--- src/rtl/seq_gen_1001_1110_pkg.sv ---
// Shared constants for the 1001/1110 pattern transmitter: fixed words, select codes, FSM states.
// Pure declarations, no logic, no latency.
// No flow control of its own; users follow the valid/ready rules of the transmitter.
package seq_pkg;

  localparam logic [3:0] PAT_1001 = 4'b1001;
  localparam logic [3:0] PAT_1110 = 4'b1110;

  localparam logic [1:0] SEL_1001 = 2'b00;
  localparam logic [1:0] SEL_1110 = 2'b01;
  localparam logic [1:0] SEL_WORD = 2'b10;
  localparam logic [1:0] SEL_INV  = 2'b11;

  typedef enum logic [1:0] {
    ST_IDLE  = 2'd0,
    ST_SHIFT = 2'd1,
    ST_GAP   = 2'd2
  } state_e;

endpackage

--- src/rtl/seq_gen_1001_1110_if.sv ---
// Request/serial-output bundle between a requester and the pattern transmitter.
// Wires only, zero latency.
// Request side is valid/ready; the serial side has no backpressure.
interface seq_gen_1001_1110_if #(
  parameter int WORD_W = 4,
  parameter int CNT_W  = 4,
  parameter int GAP_W  = 3
) ();

  logic              req_valid;
  logic              req_ready;
  logic [1:0]        req_sel;
  logic [WORD_W-1:0] req_word;
  logic [CNT_W-1:0]  req_rep;
  logic [GAP_W-1:0]  req_gap;
  logic              sout;
  logic              sout_valid;
  logic              busy;
  logic              done;

  modport master (
    output req_valid, req_sel, req_word, req_rep, req_gap,
    input  req_ready, sout, sout_valid, busy, done
  );

  modport slave (
    input  req_valid, req_sel, req_word, req_rep, req_gap,
    output req_ready, sout, sout_valid, busy, done
  );

endinterface

--- src/rtl/seq_gen_1001_1110_piso.sv ---
// Parallel-in serial-out shifter, MSB first, zero fill from the LSB end.
// Load or shift takes effect on the next clock; msb is a direct flop output.
// No backpressure: load wins over shift, idle holds the contents.
module piso_shift #(
  parameter int W = 4
) (
  input  logic         clk,
  input  logic         rst,
  input  logic         load,
  input  logic         shift,
  input  logic [W-1:0] din,
  output logic         msb
);

  logic [W-1:0] shreg_q;

  always_ff @(posedge clk) begin
    if (rst) begin
      shreg_q <= '0;
    end else if (load) begin
      shreg_q <= din;
    end else if (shift) begin
      shreg_q <= {shreg_q[W-2:0], 1'b0};
    end
  end

  assign msb = shreg_q[W-1];

endmodule

--- src/rtl/seq_gen_1001_1110.sv ---
// Serial pattern transmitter: each accepted request becomes (rep+1) MSB-first words with idle gaps.
// First bit valid the cycle after accept; accept->done = WORD_W*(rep+1) + gap*rep cycles.
// req_ready only in IDLE; requests offered while busy are dropped, serial side never stalls.
module seq_gen_1001_1110
  import seq_pkg::*;
#(
  parameter int WORD_W = 4,
  parameter int CNT_W  = 4,
  parameter int GAP_W  = 3
) (
  input  logic                 clk,
  input  logic                 rst,
  seq_gen_1001_1110_if.slave   bus
);

  localparam int BIT_W = (WORD_W > 1) ? $clog2(WORD_W) : 1;
  localparam logic [BIT_W-1:0] LAST_BIT = BIT_W'(WORD_W - 1);

  typedef struct packed {
    logic [WORD_W-1:0] word;
    logic [GAP_W-1:0]  gap;
  } job_t;

  state_e            state_q, state_nxt;
  logic [BIT_W-1:0]  bit_q, bit_nxt;
  logic [CNT_W-1:0]  rep_q, rep_nxt;
  logic [GAP_W-1:0]  gap_q, gap_nxt;
  job_t              job_q, job_nxt;

  logic              rdy_q;
  logic              busy_q;
  logic              vld_q;
  logic              done_q, done_nxt;

  logic              ld;
  logic              sh;
  logic [WORD_W-1:0] ld_val;
  logic [WORD_W-1:0] sel_word;
  logic              shreg_msb;

  always_comb begin
    sel_word = bus.req_word;
    case (bus.req_sel)
      SEL_1001: sel_word = WORD_W'(PAT_1001);
      SEL_1110: sel_word = WORD_W'(PAT_1110);
      SEL_WORD: sel_word = bus.req_word;
      SEL_INV:  sel_word = ~bus.req_word;
      default:  sel_word = bus.req_word;
    endcase
  end

  // Entering GAP loads zeros so sout reads 0 there without an output gate;
  // the final shift of a job likewise drains the register to zero.
  always_comb begin
    state_nxt = state_q;
    bit_nxt   = bit_q;
    rep_nxt   = rep_q;
    gap_nxt   = gap_q;
    job_nxt   = job_q;
    ld        = 1'b0;
    sh        = 1'b0;
    ld_val    = job_q.word;

    unique case (state_q)
      ST_IDLE: begin
        if (bus.req_valid) begin
          job_nxt.word = sel_word;
          job_nxt.gap  = bus.req_gap;
          ld           = 1'b1;
          ld_val       = sel_word;
          bit_nxt      = LAST_BIT;
          rep_nxt      = bus.req_rep;
          state_nxt    = ST_SHIFT;
        end
      end

      ST_SHIFT: begin
        if (bit_q != '0) begin
          sh      = 1'b1;
          bit_nxt = bit_q - BIT_W'(1);
        end else if (rep_q == '0) begin
          sh        = 1'b1;
          state_nxt = ST_IDLE;
        end else begin
          rep_nxt = rep_q - CNT_W'(1);
          bit_nxt = LAST_BIT;
          ld      = 1'b1;
          if (job_q.gap == '0) begin
            ld_val = job_q.word;
          end else begin
            ld_val    = '0;
            gap_nxt   = job_q.gap - GAP_W'(1);
            state_nxt = ST_GAP;
          end
        end
      end

      ST_GAP: begin
        if (gap_q == '0) begin
          ld        = 1'b1;
          ld_val    = job_q.word;
          state_nxt = ST_SHIFT;
        end else begin
          gap_nxt = gap_q - GAP_W'(1);
        end
      end

      default: begin
        state_nxt = ST_IDLE;
      end
    endcase

    done_nxt = (state_nxt == ST_SHIFT) && (bit_nxt == '0) && (rep_nxt == '0);
  end

  always_ff @(posedge clk) begin
    if (rst) begin
      state_q <= ST_IDLE;
      bit_q   <= '0;
      rep_q   <= '0;
      gap_q   <= '0;
      job_q   <= '0;
      rdy_q   <= 1'b1;
      busy_q  <= 1'b0;
      vld_q   <= 1'b0;
      done_q  <= 1'b0;
    end else begin
      state_q <= state_nxt;
      bit_q   <= bit_nxt;
      rep_q   <= rep_nxt;
      gap_q   <= gap_nxt;
      job_q   <= job_nxt;
      rdy_q   <= (state_nxt == ST_IDLE);
      busy_q  <= (state_nxt != ST_IDLE);
      vld_q   <= (state_nxt == ST_SHIFT);
      done_q  <= done_nxt;
    end
  end

  piso_shift #(
    .W (WORD_W)
  ) u_piso (
    .clk   (clk),
    .rst   (rst),
    .load  (ld),
    .shift (sh),
    .din   (ld_val),
    .msb   (shreg_msb)
  );

  assign bus.req_ready  = rdy_q;
  assign bus.busy       = busy_q;
  assign bus.sout_valid = vld_q;
  assign bus.sout       = shreg_msb;
  assign bus.done       = done_q;

  a_sout_gated: assert property (@(posedge clk) disable iff (rst) (!vld_q |-> !shreg_msb));
  a_done_valid: assert property (@(posedge clk) disable iff (rst) (done_q |-> vld_q));
  a_rdy_busy:   assert property (@(posedge clk) disable iff (rst) (rdy_q != busy_q));

endmodule

--- src/flat_wrapper.sv ---
// flat-port wrapper written by rule: the top's interface ports become plain ports
module seq_gen_1001_1110_flat import seq_pkg::*;
#(
  parameter int WORD_W = 4,
  parameter int CNT_W  = 4,
  parameter int GAP_W  = 3
)
  (clk, rst, bus_req_valid, bus_req_sel, bus_req_word, bus_req_rep, bus_req_gap, bus_req_ready, bus_sout, bus_sout_valid, bus_busy, bus_done);
  seq_gen_1001_1110_if #(.WORD_W(WORD_W), .CNT_W(CNT_W), .GAP_W(GAP_W)) bus_i ();
  input  logic clk;
  input  logic rst;
  input wire logic [$bits(bus_i.req_valid)-1:0] bus_req_valid;
  input wire logic [$bits(bus_i.req_sel)-1:0] bus_req_sel;
  input wire logic [$bits(bus_i.req_word)-1:0] bus_req_word;
  input wire logic [$bits(bus_i.req_rep)-1:0] bus_req_rep;
  input wire logic [$bits(bus_i.req_gap)-1:0] bus_req_gap;
  output wire logic [$bits(bus_i.req_ready)-1:0] bus_req_ready;
  output wire logic [$bits(bus_i.sout)-1:0] bus_sout;
  output wire logic [$bits(bus_i.sout_valid)-1:0] bus_sout_valid;
  output wire logic [$bits(bus_i.busy)-1:0] bus_busy;
  output wire logic [$bits(bus_i.done)-1:0] bus_done;
  assign bus_i.req_valid = bus_req_valid;
  assign bus_i.req_sel = bus_req_sel;
  assign bus_i.req_word = bus_req_word;
  assign bus_i.req_rep = bus_req_rep;
  assign bus_i.req_gap = bus_req_gap;
  assign bus_req_ready = bus_i.req_ready;
  assign bus_sout = bus_i.sout;
  assign bus_sout_valid = bus_i.sout_valid;
  assign bus_busy = bus_i.busy;
  assign bus_done = bus_i.done;
  seq_gen_1001_1110 #(.WORD_W(WORD_W), .CNT_W(CNT_W), .GAP_W(GAP_W)) u_core (.clk(clk), .rst(rst), .bus(bus_i));
endmodule
--- config.mk ---
export PLATFORM = sky130hd
export DESIGN_NAME = seq_gen_1001_1110_flat
export DESIGN_NICKNAME = d
export VERILOG_FILES = /design/src/rtl/seq_gen_1001_1110_pkg.sv /design/src/rtl/seq_gen_1001_1110_if.sv /design/src/rtl/seq_gen_1001_1110_piso.sv /design/src/rtl/seq_gen_1001_1110.sv /design/src/flat_wrapper.sv
export SDC_FILE = /design/constraint.sdc
export NUM_CORES = 1
export LEC_CHECK = 0
export ABC_AREA = 1
export BUFFER_PORTS_ARGS = -buffer_cell sky130_fd_sc_hd__clkbuf_2
export CAP_MARGIN = 40
export CORE_UTILIZATION = 50
export DETAILED_ROUTE_END_ITERATION = 8
export GPL_ROUTABILITY_DRIVEN = 0
export PLACE_DENSITY = 0.74
export SKIP_LAST_GASP = 1
export SYNTH_ARGS = -nofsm -noshare
export SYNTH_HDL_FRONTEND = slang
export SYNTH_SLANG_ARGS = --single-unit
--- constraint.sdc ---
create_clock -name clk -period 1.4 [get_ports clk]
set_input_delay 0.28 -clock clk [delete_from_list [all_inputs] [get_ports clk]]
set_output_delay 0.28 -clock clk [all_outputs]
set_load 0.01 [all_outputs]
==> results.json <==
{
  "status": "complete, but fails checks",
  "violations": "DRC, setup timing",
  "worst_slack_ns": -0.1883,
  "fp-row-count": 19,
  "critPathMaxFanout": 5,
  "grt_antenna_before_repair": 0,
  "ys_types": 27,
  "p_switching_uw": 932.9,
  "htreeDepth": 1,
  "cpMaxStageDelayCell": "dfxtp_2",
  "n_antenna_cell": 0,
  "r2r_setup_slack_ns": -0.19,
  "arrival_ns": 1.87,
  "wire_per_inst_um": 11.75,
  "cp.buffers_inverters": 4,
  "max_stage_delay_ns": 0.38,
  "clock_path_buffers": 2,
  "cap_violations": 0,
  "drc": 1,
  "die_x_um": 58.04,
  "min_path_cells": 3,
  "hp-class": "in2reg",
  "end_kind": "register",
  "cts_tree": "yes",
  "stdcell_area_sq_um": 2145,
  "dieArea_sq_um": 3369,
  "clock_skew_ns": 0.002508,
  "hpwl_um": 2736,
  "crit_chain": "inv_2 -> buf_6 -> ha_4 -> inv_4 -> nand2_1 -> o21ai_1 -> inv_1 -> nor2_1 -> nand2_1 -> nor2_1 -> nand3_1 -> nor2_1",
  "synthToLayoutAreaGrowth_pct": 36.57,
  "worst_slew_pin_slew_ns": 0.3501,
  "period_minus_slack_ns": 1.588,
  "startpoint_type": "register",
  "die_y_um": 58.04,
  "clk_pin_slew_ns": 0.13,
  "syn_avg_cell_area_sq_um": 6.739,
  "start_util_pct": 54.59,
  "yosysTopAreaCell": "dfxtp_1",
  "synth-seq-cells": 26,
  "maxSlewViolCount": 0,
  "cts-root-buf": "clkbuf_4",
  "final_cell_mix": "nand2_1 (54), inv_1 (31), dfxtp_1 (24)",
  "max_freq_ghz": 0.6296,
  "yosysWarnings": 0,
  "finalSetupViolCount": 17,
  "cp.depth": 12,
  "routed_wl_um": 3771,
  "crit_path_frequent_cell": "nor2_1",
  "hold_violations": 0,
  "vias": 1567,
  "nets": 303,
  "swShare_pct": 39.65,
  "internal-power_uw": 1420,
  "ant_nets": 0,
  "drt_pass1_iterations": 7,
  "path_class": "reg2reg",
  "period_share_pct": 113.5,
  "clockPowerShare_pct": 13.9,
  "p_leak_uw": 0.001044,
  "place_area_sq_um": 1856,
  "rsz0062_at_grt": "yes",
  "peakVddDrop_uv": 691.5,
  "p_seq_share_pct": 38.9,
  "initialDrtViolationCount": 41,
  "grt_pass1_vias": 1434,
  "cellPowerDensity_nw_per_um2": 1097,
  "synth.area.top_cells": "dfxtp_1 (33%), nand2_1 (14%), inv_1 (8.6%)",
  "ys_seq_area_share_pct": 33.15,
  "viasPerCell": 4.882,
  "overflow": 0,
  "netlist_instances": 233,
  "relSlewSlack_pct": 76.63,
  "clock_latency_ns": 0.33,
  "r2r_cells": 12,
  "layout_commonest_cell": "nand2_1",
  "port_buffers": 20,
  "synth_top_area_share_pct": 33.15,
  "cp_top_family": "simple AND/OR/NAND/NOR gates",
  "combinationalPowerShare_pct": 47.2,
  "place_ws_ns": -0.2069,
  "required_ns": 1.68,
  "grt_pass1_wl_um": 6044,
  "layout-drive-gt1-share_pct": 38.35,
  "cts.sink_count": 26,
  "synth_nets": 255,
  "syn_area_sq_um": 1570,
  "track_usage_pct": 23.56,
  "io_pins": 21,
  "numCtsBuffers": 3,
  "core_area_sq_um": 2877,
  "grt_max_degree": 14
}
-- timing repair --
action,4_1_cts,5_1_grt
pin swaps,16,13
endpoints found under the hold margin,0,0
setup endpoints to repair,17,20
gates resized for setup,34,26
hold buffers,0,0
buffers inserted,5,2
-- routing by layer --
| layer | up-vias | global-route usage [%] | share of wire [%] |
|---|---|---|---|
| met5 | - | 0 | 0 |
| met4 | 0 | 9.184 | 3.0 |
| met3 | 10 | 4.688 | 3.0 |
| met2 | 29 | 41.38 | 48 |
| met1 | 702 | 28.14 | 45 |
| li1 | 826 | - | - |
-- worst register-to-register path, cell delays in order, from the launching register on --
cell,delay (ns)
dfxtp_2,0.38
inv_2,0.05
buf_6,0.11
ha_4,0.20
inv_4,0.08
nand2_1,0.07
o21ai_1,0.17
inv_1,0.07
nor2_1,0.09
nand2_1,0.06
nor2_1,0.08
nand3_1,0.08
nor2_1,0.10
-- sequential cells by signal, indices dropped and copies added (netlist names) --
signal,cells
u_core.rep_q,4
u_core.bus.busy,1
u_core.bus.req_ready,1
u_core.state_q,2
u_core.bit_q,2
u_core.u_piso.shreg_q,4
u_core.gap_q,3
u_core.bus.sout_valid,1
u_core.bus.done,1
u_core.job_q,7
-- cell type report --
cell class	count	area (sq um)
multi-input cells	163	1064
well taps	42	52.55
repair buffers	46	319.1
inverters	41	161.4
fillers	237	732.0
clock buffers	3	22.52
flip-flops and latches	26	525.5
-- logic make-up after synthesis --
logic type	share of synthesized area (%)
DFF	33.15
adders and majority gates	4.781
and+or+nand+nor	35.14
buffers and inverters	11.47
xor gates and xnor gates	1.116
AOI/OAI and AO/OA	14.34
-- power by group through the flow --
stage	Sequential [uW]	Clock [uW]	Combinational (uW)
6_report	916	327	1110
5_1_grt	928	362	1230
4_1_cts	913	328	1000
3_5_place_dp	923	0	868
3_3_place_gp	921	0	854
2_1_floorplan	926	0	612
-- per-stage QoR --
step / utilization [%] / hold WS, ns / total power [uW] / instances / TNS (ns)
after detailed placement: 64.51 / 0.4565 / 1792 / 311 / -1.607
final: 74.55 / 0.1891 / 2353 / 321 / -0.9250
after global placement: 64.51 / 0.4521 / 1774 / 311 / -1.095
after global routing: 74.55 / 0.1770 / 2516 / 321 / -2.461
after floorplan: - / 0.3491 / 1538 / 233 / -0.01716
after CTS: 70.94 / 0.2037 / 2241 / 319 / -0.2215
-- final timing paths --
path,from,endpoint
worst min-delay path,bus_req_gap[2],u_core.job_q[2]$_SDFFE_PP0P_
worst max register to register,u_core.state_q[1]$_SDFF_PP0_,u_core.bus.done$_SDFF_PP0_
worst max-delay path,u_core.state_q[1]$_SDFF_PP0_,u_core.bus.done$_SDFF_PP0_
worst min register to register,u_core.u_piso.shreg_q[0]$_SDFFE_PP0P_,u_core.u_piso.shreg_q[0]$_SDFFE_PP0P_
-- Yosys cell counts, drive strengths merged --
master,number
buf,2
a21oi,19
o21ai,23
nor2,27
clkbuf,1
nand4,3
nand2,68
nand3,11
dfxtp,26
ha,6
xnor2,1
a22oi,1
nor3,2
nand3b,1
xor2,1
inv,41
Power figures use the tool's default switching activity.
